### src/rtl/fetch_prefetch_unit.sv
// Instruction prefetch queue: one outstanding imem read at a time, results buffered
// in a DEPTH-entry {pc, ir} ring that feeds the IF/ID register.
module fetch_prefetch_unit #(
  parameter int          DEPTH    = 4,
  parameter logic [31:0] RESET_PC = 32'h0000_0000
) (
  input  logic        clk,
  input  logic        reset,
  input  logic        redirect,
  input  logic [31:0] redirect_pc,
  input  logic        hold,
  output logic        imem_req,
  output logic [31:0] imem_addr,
  input  logic        imem_ack,
  input  logic [31:0] imem_data,
  output logic        out_valid,
  output logic [31:0] out_ir,
  output logic [31:0] out_pc
);
  localparam int AW = $clog2(DEPTH);
  localparam int CW = AW + 1;
  localparam logic [CW-1:0] DEPTH_C = CW'(DEPTH);

  typedef enum logic [1:0] {IDLE, FETCH, DRAIN} state_t;

  state_t         state, state_next;
  logic [AW-1:0]  rd_ptr, wr_ptr;
  logic [CW-1:0]  count, count_next;
  logic [31:0]    fetch_pc, fetch_pc_next;
  logic           push, pop, req_next;
  logic [31:0]    pc_q [DEPTH];
  logic [31:0]    ir_q [DEPTH];

  assign push          = (state == FETCH) && imem_ack && !redirect;
  assign pop           = (count != '0) && !hold && !redirect;
  assign count_next    = count + CW'(push) - CW'(pop);
  assign fetch_pc_next = redirect ? redirect_pc : (push ? fetch_pc + 32'd4 : fetch_pc);

  always_ff @(posedge clk or negedge reset) begin
    if (!reset) state <= IDLE;
    else        state <= state_next;
  end

  always_comb begin
    state_next = state;
    case (state)
      IDLE:    if (!redirect && count_next < DEPTH_C) state_next = FETCH;
      FETCH: begin
        // A redirect while the read is still pending must wait out the stale ack.
        if (redirect)      state_next = imem_ack ? IDLE : DRAIN;
        else if (imem_ack) state_next = (count_next < DEPTH_C) ? FETCH : IDLE;
      end
      DRAIN:   if (imem_ack) state_next = IDLE;
      default: state_next = IDLE;
    endcase
  end

  always_comb begin
    req_next  = (state_next != IDLE);
    out_valid = (count != '0);
    out_ir    = out_valid ? ir_q[rd_ptr] : 32'h0;
    out_pc    = out_valid ? pc_q[rd_ptr] : 32'h0;
  end

  // imem_addr only follows fetch_pc when a FETCH is (re)issued, so DRAIN keeps the stale address.
  always_ff @(posedge clk or negedge reset) begin
    if (!reset) begin
      imem_req  <= 1'b0;
      imem_addr <= RESET_PC;
      fetch_pc  <= RESET_PC;
      count     <= '0;
      rd_ptr    <= '0;
      wr_ptr    <= '0;
    end else begin
      imem_req <= req_next;
      fetch_pc <= fetch_pc_next;
      if (state_next == FETCH) imem_addr <= fetch_pc_next;
      if (redirect) begin
        count  <= '0;
        rd_ptr <= '0;
        wr_ptr <= '0;
      end else begin
        count <= count_next;
        if (push) wr_ptr <= wr_ptr + AW'(1);
        if (pop)  rd_ptr <= rd_ptr + AW'(1);
      end
    end
  end

  always_ff @(posedge clk) begin
    if (push) begin
      pc_q[wr_ptr] <= fetch_pc;
      ir_q[wr_ptr] <= imem_data;
    end
  end
endmodule

### config.mk
export PLATFORM = sky130hd
export DESIGN_NAME = fetch_prefetch_unit
export DESIGN_NICKNAME = d
export VERILOG_FILES = /design/src/rtl/fetch_prefetch_unit.sv
export SDC_FILE = /design/constraint.sdc
export NUM_CORES = 1
export LEC_CHECK = 0
export CORE_UTILIZATION = 35
export DETAILED_ROUTE_END_ITERATION = 10
export GPL_TIMING_DRIVEN = 0
export PLACE_DENSITY = 0.64
export SLEW_MARGIN = 20
export SYNTH_ARGS = -nofsm -noshare
export SYNTH_HDL_FRONTEND = slang
export SYNTH_SLANG_ARGS = --single-unit
export TNS_END_PERCENT = 50
### constraint.sdc
create_clock -name clk -period 9.87 [get_ports clk]
set_input_delay 0.987 -clock clk [delete_from_list [all_inputs] [get_ports clk]]
set_output_delay 0.987 -clock clk [all_outputs]
set_load 0.02 [all_outputs]
==> results of run 1 <==
[Yosys cell counts (2+ instances only)]
| cell | count | area (um^2) |
|---|---|---|
| a21oi_1 | 9 | 45.04 |
| and2_1 | 70 | 437.9 |
| and3_1 | 5 | 31.28 |
| buf_1 | 4 | 15.01 |
| buf_12 | 2 | 40.04 |
| buf_2 | 11 | 55.05 |
| buf_4 | 2 | 15.01 |
| clkbuf_1 | 15 | 56.30 |
| dfrtp_1 | 74 | 1852 |
| edfxtp_1 | 256 | 7687 |
| ha_1 | 7 | 87.58 |
| inv_1 | 13 | 48.80 |
| mux2_1 | 4 | 45.04 |
| mux2_2 | 23 | 259.0 |
| mux2_4 | 18 | 270.3 |
| mux4_2 | 64 | 1441 |
| nand2_1 | 25 | 93.84 |
| nand2b_1 | 2 | 12.51 |
| nand3_1 | 12 | 60.06 |
| nand3b_1 | 2 | 15.01 |
| nand4_1 | 11 | 68.82 |
| nor2_1 | 17 | 63.81 |
| nor3_1 | 7 | 35.03 |
| nor4_1 | 2 | 12.51 |
| nor4_4 | 2 | 42.54 |
| o21ai_0 | 13 | 65.06 |
| or2_2 | 2 | 12.51 |
| xnor2_1 | 21 | 183.9 |
| xor2_1 | 10 | 87.58 |
[cells in the final DEF, fill, tap and decap left out, types with 21 or more instances in the layout]
master,synthesis,final
edfxtp_1,256,256
clkdlybuf4s50_1,0,165
dfrtp_1,74,74
and2_1,70,66
mux4_2,64,64
clkbuf_16,0,37
nand2_1,25,25
mux2_2,23,23
clkbuf_1,15,22
xnor2_1,21,21
[registers in the layout, indices dropped and copies added (netlist names)]
register / cells
ir_q: 128
pc_q: 128
fetch_pc: 32
imem_addr: 32
count: 3
rd_ptr: 2
state: 2
wr_ptr: 2
imem_req: 1
[power by group]
group          switching [mW]  internal (mW)  leakage [nW]
Combinational           0.724          0.731          2.01
Sequential             0.0909           1.65          3.20
Clock                   0.535          0.764         0.570
Total                    1.35           3.14          5.78
[critical path: stages]
cell,delay (ps)
clkdlybuf4s50_1,540
buf_2,310
buf_1,530
clkbuf_1,410
nor3_1,120
ha_1,300
inv_1,60
ha_1,130
inv_1,50
fa_1,360
xnor3_1,250
a21oi_1,60
or3_1,310
buf_4,180
inv_8,100
buf_12,170
mux2_4,300
[layout make-up]
| class | instances | area (um^2) | share of cell area [%] |
|---|---|---|---|
| sequential | 330 | 9539 | 56.23 |
| multi-input combinational | 346 | 3600 | 21.22 |
| timing repair buffer | 171 | 1789 | 10.55 |
| clock buffer | 46 | 979.7 | 5.775 |
| tap | 511 | 639.4 | 3.769 |
| buffer | 34 | 181.4 | 1.069 |
| clock inverter | 21 | 176.4 | 1.040 |
| inverter | 14 | 60.06 | 0.3540 |
[worst max path at each step]
| stage | slack, ps | to | from | cells after the start |
|---|---|---|---|---|
| 4_1_cts | 5050 | imem_addr[11]$_DFFE_PN0N_ | redirect | 17 |
| 5_1_grt | 4840 | imem_addr[7]$_DFFE_PN0N_ | redirect | 17 |
| 3_5_place_dp | 4510 | imem_addr[17]$_DFFE_PN0N_ | redirect | 17 |
| 2_1_floorplan | 5840 | imem_addr[11]$_DFFE_PN0N_ | redirect | 16 |
| 3_3_place_gp | 4380 | ir_q[0][3]$_DFFE_PP_ | imem_ack | 5 |
| 6_report | 5080 | imem_addr[15]$_DFFE_PN0N_ | redirect | 17 |
[per-layer routing]
metal	GRT usage [%]	vias up	wire, um
li1	-	3222	-
met5	0	-	0
met2	24.61	198	13860
met1	21.79	3577	13510
met4	3.962	0	500
met3	2.698	35	1493
[logic make-up after synthesis]
group / Yosys count / share of synthesized area [%]
fa+ha+maj: 8 / 0.8048
compound gates: 27 / 1.104
simple gates: 169 / 7.589
mux: 110 / 15.15
xor+xnor: 32 / 2.199
buf+inv: 48 / 1.806
flops: 330 / 71.35
==> flow_metrics.tcl, run 1 <==
set metrics [dict create \
    rsz0062_at_grt "no" \
    ctsHoldBuffers 0 \
    ys_warn_count 0 \
    power.total_mw 4.490 \
    die_height_um 197.5 \
    maxSlewHeadroom_pct 44.47 \
    fill_cells 3372 \
    tightestPinTransition_ps 826.6 \
    routed_wl_um 29370 \
    leakage_nw 5.779 \
    grt_usage_pct 15.42 \
    clock_latency_ps 520 \
    fin_area_mm2 0.01697 \
    cts_buffer_depth 3 \
    gr-total-overflow 0 \
    stdcell_count 1473 \
    h-tree-depth 2 \
    cts_tree "yes" \
    cts.sinks 330 \
    start_util_pct 35.50 \
    ys_seq_area_share_pct 71.35 \
    antenna_found_initial 0 \
    io_buffers 166 \
    clock_skew_ps 20.92 \
    worstReg2RegEnd "imem_addr[15]$_DFFE_PN0N_" \
    ys.flop_type "edfxtp_1" \
    gp_congestion 0.7791 \
    ys_seq_elements 330 \
    hpwl_um 19540 \
    drc 0 \
    die_w_um 197.5 \
    worstRegToRegCells 16 \
    cts_root_buffer "clkbuf_16" \
    syn_area_per_cell_um2 18.47 \
    vias 7032 \
    power-per-cell-area_mw_per_mm2 264.7 \
    synth_cells 724 \
    vias_per_cell 4.774 \
    setup_violations 0 \
    synth-edff-count 256 \
    grt_max_degree 55 \
    finalHoldViolCount 0 \
    period_minus_slack_ps 4793 \
    worstHoldPathType "in -> async" \
    timing.rr.start "state[1]$_DFF_PN0_" \
    clkSlewWorstSetupHoldPaths_ps 60 \
    dieArea_mm2 0.03899 \
    synth_cell_types 50 \
    crit_required_ps 10280 \
    grt_pass1_wl_um 44880 \
    grt_pass1_vias 7419 \
    rows 71 \
    finalCritPeriodShare_pct 48.56 \
    async_reset_ff_share_pct 22.42 \
    ctsResizeCount 0 \
    drv_cap 0 \
    syn_to_final_growth_pct 26.89 \
    drt-pass1-iter-count 4 \
    syn_nets 801 \
    placed_cell_area_mm2 0.01581 \
    dr.first_iter.drc_count 397 \
    final.setup.tns_ps 0 \
    drive_gt1_share_pct 20.17 \
    postCtsSetupBuffers 0 \
    final_util_pct 45.04 \
    fmax_mhz 208.6 \
    ant_nets 0 \
    antenna_cells 0 \
    crit_path_end_kind "flop" \
    place_ws_ps 4508 \
    io_pins 167 \
    holdWs_ps 358.0 \
    core_area_mm2 0.03767 \
    dp.cells 1406 \
    nets 1011 \
    worstPathArrival_ps 5200 \
    cts_made_buffers 37 \
    reg2reg_setup_slack_ps 6250 \
    outcome "complete, no violations" \
    path_max_fanout 10 \
    slew_violations 0 \
    cp-start-kind "input port" \
    peakVddDrop_uv 152.9 \
    routedWlPerCell_um 19.94 \
    setup_slack_ps 5077 \
    synth_area_mm2 0.01337 \
    worstSetupPathType "in -> reg" \
]
No activity file was read; power rests on OpenSTA's default activity.
==> inputs of run 2 (changes only) <==
==> constraint.sdc (replaced) <==
create_clock -name clk -period 4.5 [get_ports clk]
set_input_delay 0.45 -clock clk [delete_from_list [all_inputs] [get_ports clk]]
set_output_delay 0.45 -clock clk [all_outputs]
set_load 0.02 [all_outputs]
==> flow_metrics.tcl, run 2 (synthesized netlist as in run 1, its figures left out) <==
set metrics [dict create \
    outcome "complete, no violations" \
    layout_common_cells "edfxtp_1 (256), clkdlybuf4s50_1 (165), dfrtp_1 (74)" \
    vias_per_cell 4.769 \
    h-tree-depth 2 \
    core_area_mm2 0.03767 \
    power-per-cell-area_mw_per_mm2 580.1 \
    cp-start-kind "input port" \
    p_sw_share_pct 30.05 \
    grt_max_degree 55 \
    dr.first_iter.drc_count 381 \
    vias 7029 \
    power.internal_mw 6.888 \
    rows 71 \
    grt_pass1_vias 7424 \
    cts.sinks 330 \
    gr-total-overflow 0 \
    reg2reg_setup_slack_ps 860 \
    path_max_fanout 10 \
    fmax_mhz 234.9 \
    start_util_pct 35.50 \
    timing.rr.start "state[1]$_DFF_PN0_" \
    drv_cap 0 \
    routedWlPerCell_um 19.95 \
    p_switching_mw 2.959 \
    grt_pass1_wl_um 44880 \
    antenna_found_initial 0 \
    seqPwrFrac_pct 38.7 \
    clock_skew_ps 19.41 \
    power.total_mw 9.846 \
    routed_wl_um 29410 \
    drive_gt1_share_pct 20.15 \
    cts_tree "yes" \
    drt-pass1-iter-count 4 \
    worstReg2RegEnd "imem_addr[17]$_DFFE_PN0N_" \
    antenna_cells 0 \
    rsz0062_at_grt "no" \
    ant_nets 0 \
    finalHoldViolCount 0 \
    maxSlewHeadroom_pct 44.27 \
    leakage_nw 5.783 \
    p_clk_share_pct 28.9 \
    cts_buffer_depth 3 \
    layout_commonest_cell "edfxtp_1" \
    slew_violations 0 \
    die_height_um 197.5 \
    top_regs "ir_q x128, pc_q x128" \
    clock_latency_ps 520 \
    hpwl_um 19540 \
    final_util_pct 45.07 \
    worstSetupPathType "in -> reg" \
    worstRegToRegCells 16 \
    crit_required_ps 4910 \
    worstPathArrival_ps 4660 \
    io_pins 167 \
    ctsResizeCount 0 \
    p_comb_share_pct 32.4 \
    grt_usage_pct 15.42 \
    io_buffers 166 \
    finalCritPeriodShare_pct 94.62 \
    cts_made_buffers 37 \
    period_minus_slack_ps 4258 \
    syn_to_final_growth_pct 26.96 \
    setup_violations 0 \
    peakVddDrop_uv 335.0 \
    worstHoldPathType "in -> async" \
    die_w_um 197.5 \
    drc 0 \
    gp_congestion 0.7791 \
    nets 1012 \
    cts_root_buffer "clkbuf_16" \
    tightestPinTransition_ps 829.6 \
    dieArea_mm2 0.03899 \
    crit_path_end_kind "flop" \
    clkSlewWorstSetupHoldPaths_ps 60 \
]
==> run 2: cell types whose count changed in the layout (fill, tap and decap cells not counted) <==
cell and change:
dlygate4sd3_1 +1
==> run 2: what timing repair did <==
action | CTS | global route
hold endpoints to repair | 20 | 0
hold buffers | 1 | 0
setup buffers | 0 | 0
==> run 2: worst max-delay path by stage <==
stage / start / to / slack [ps] / cells past startpoint
after detailed placement: redirect / imem_addr[17]$_DFFE_PN0N_ / -320 / 17
after global placement: imem_ack / ir_q[0][3]$_DFFE_PP_ / -460 / 5
after CTS: redirect / imem_addr[11]$_DFFE_PN0N_ / 220 / 17
after floorplan: redirect / imem_addr[11]$_DFFE_PN0N_ / 1010 / 16
after global routing: redirect / imem_addr[7]$_DFFE_PN0N_ / 10 / 17
final: redirect / imem_addr[17]$_DFFE_PN0N_ / 240 / 17
==> run 2: through the flow <==
stage | cell area [um^2] | setup TNS (ps) | hold slack (ps) | setup slack (ps) | std cells
finish | 16980 | 0 | 370.1 | 242.0 | 1474
global route | 16980 | 0 | 385.5 | 11.15 | 1474
CTS | 16980 | 0 | 353.6 | 216.5 | 1474
detailed placement | 15810 | -6940 | 376.5 | -324.5 | 1406
global placement | 15670 | -114890 | 480.4 | -455.7 | 1401
floorplan | 13370 | 0 | 154.4 | 1012 | 724
==> run 2: worst max-delay path: stages <==
cell,delay (ps)
clkdlybuf4s50_1,540
buf_2,310
buf_1,520
clkbuf_1,420
nor3_1,120
ha_1,300
inv_1,60
ha_1,130
inv_1,50
fa_1,360
xnor3_1,250
a21oi_1,60
or3_1,310
buf_4,180
inv_8,100
buf_12,170
mux2_4,310
==> run 2: cell type report <==
class	count	area (um^2)
tap	511	639.4
sequential	330	9539
timing repair buffer	172	1799
clock inverter	21	176.4
multi-input combinational	346	3600
clock buffer	46	979.7
buffer	34	181.4
inverter	14	60.06
fill	3372	20690
==> run 2: metal layers <==
| metal | share of wire [%] | GRT usage [%] | vias to the layer above |
|---|---|---|---|
| li1 | - | - | 3222 |
| met1 | 46 | 21.78 | 3578 |
| met2 | 47 | 24.62 | 194 |
| met3 | 5.1 | 2.698 | 35 |
| met4 | 1.7 | 3.962 | 0 |
| met5 | 0 | 0 | - |
==> run 2: power groups by stage <==
stage	logic [mW]	clock network (mW)	registers (mW)
4_1_cts	3.28	2.92	3.81
6_report	3.19	2.85	3.81
3_3_place_gp	3.22	0	3.87
2_1_floorplan	1.69	0	4.00
5_1_grt	3.43	3.04	3.84
3_5_place_dp	3.26	0	3.87
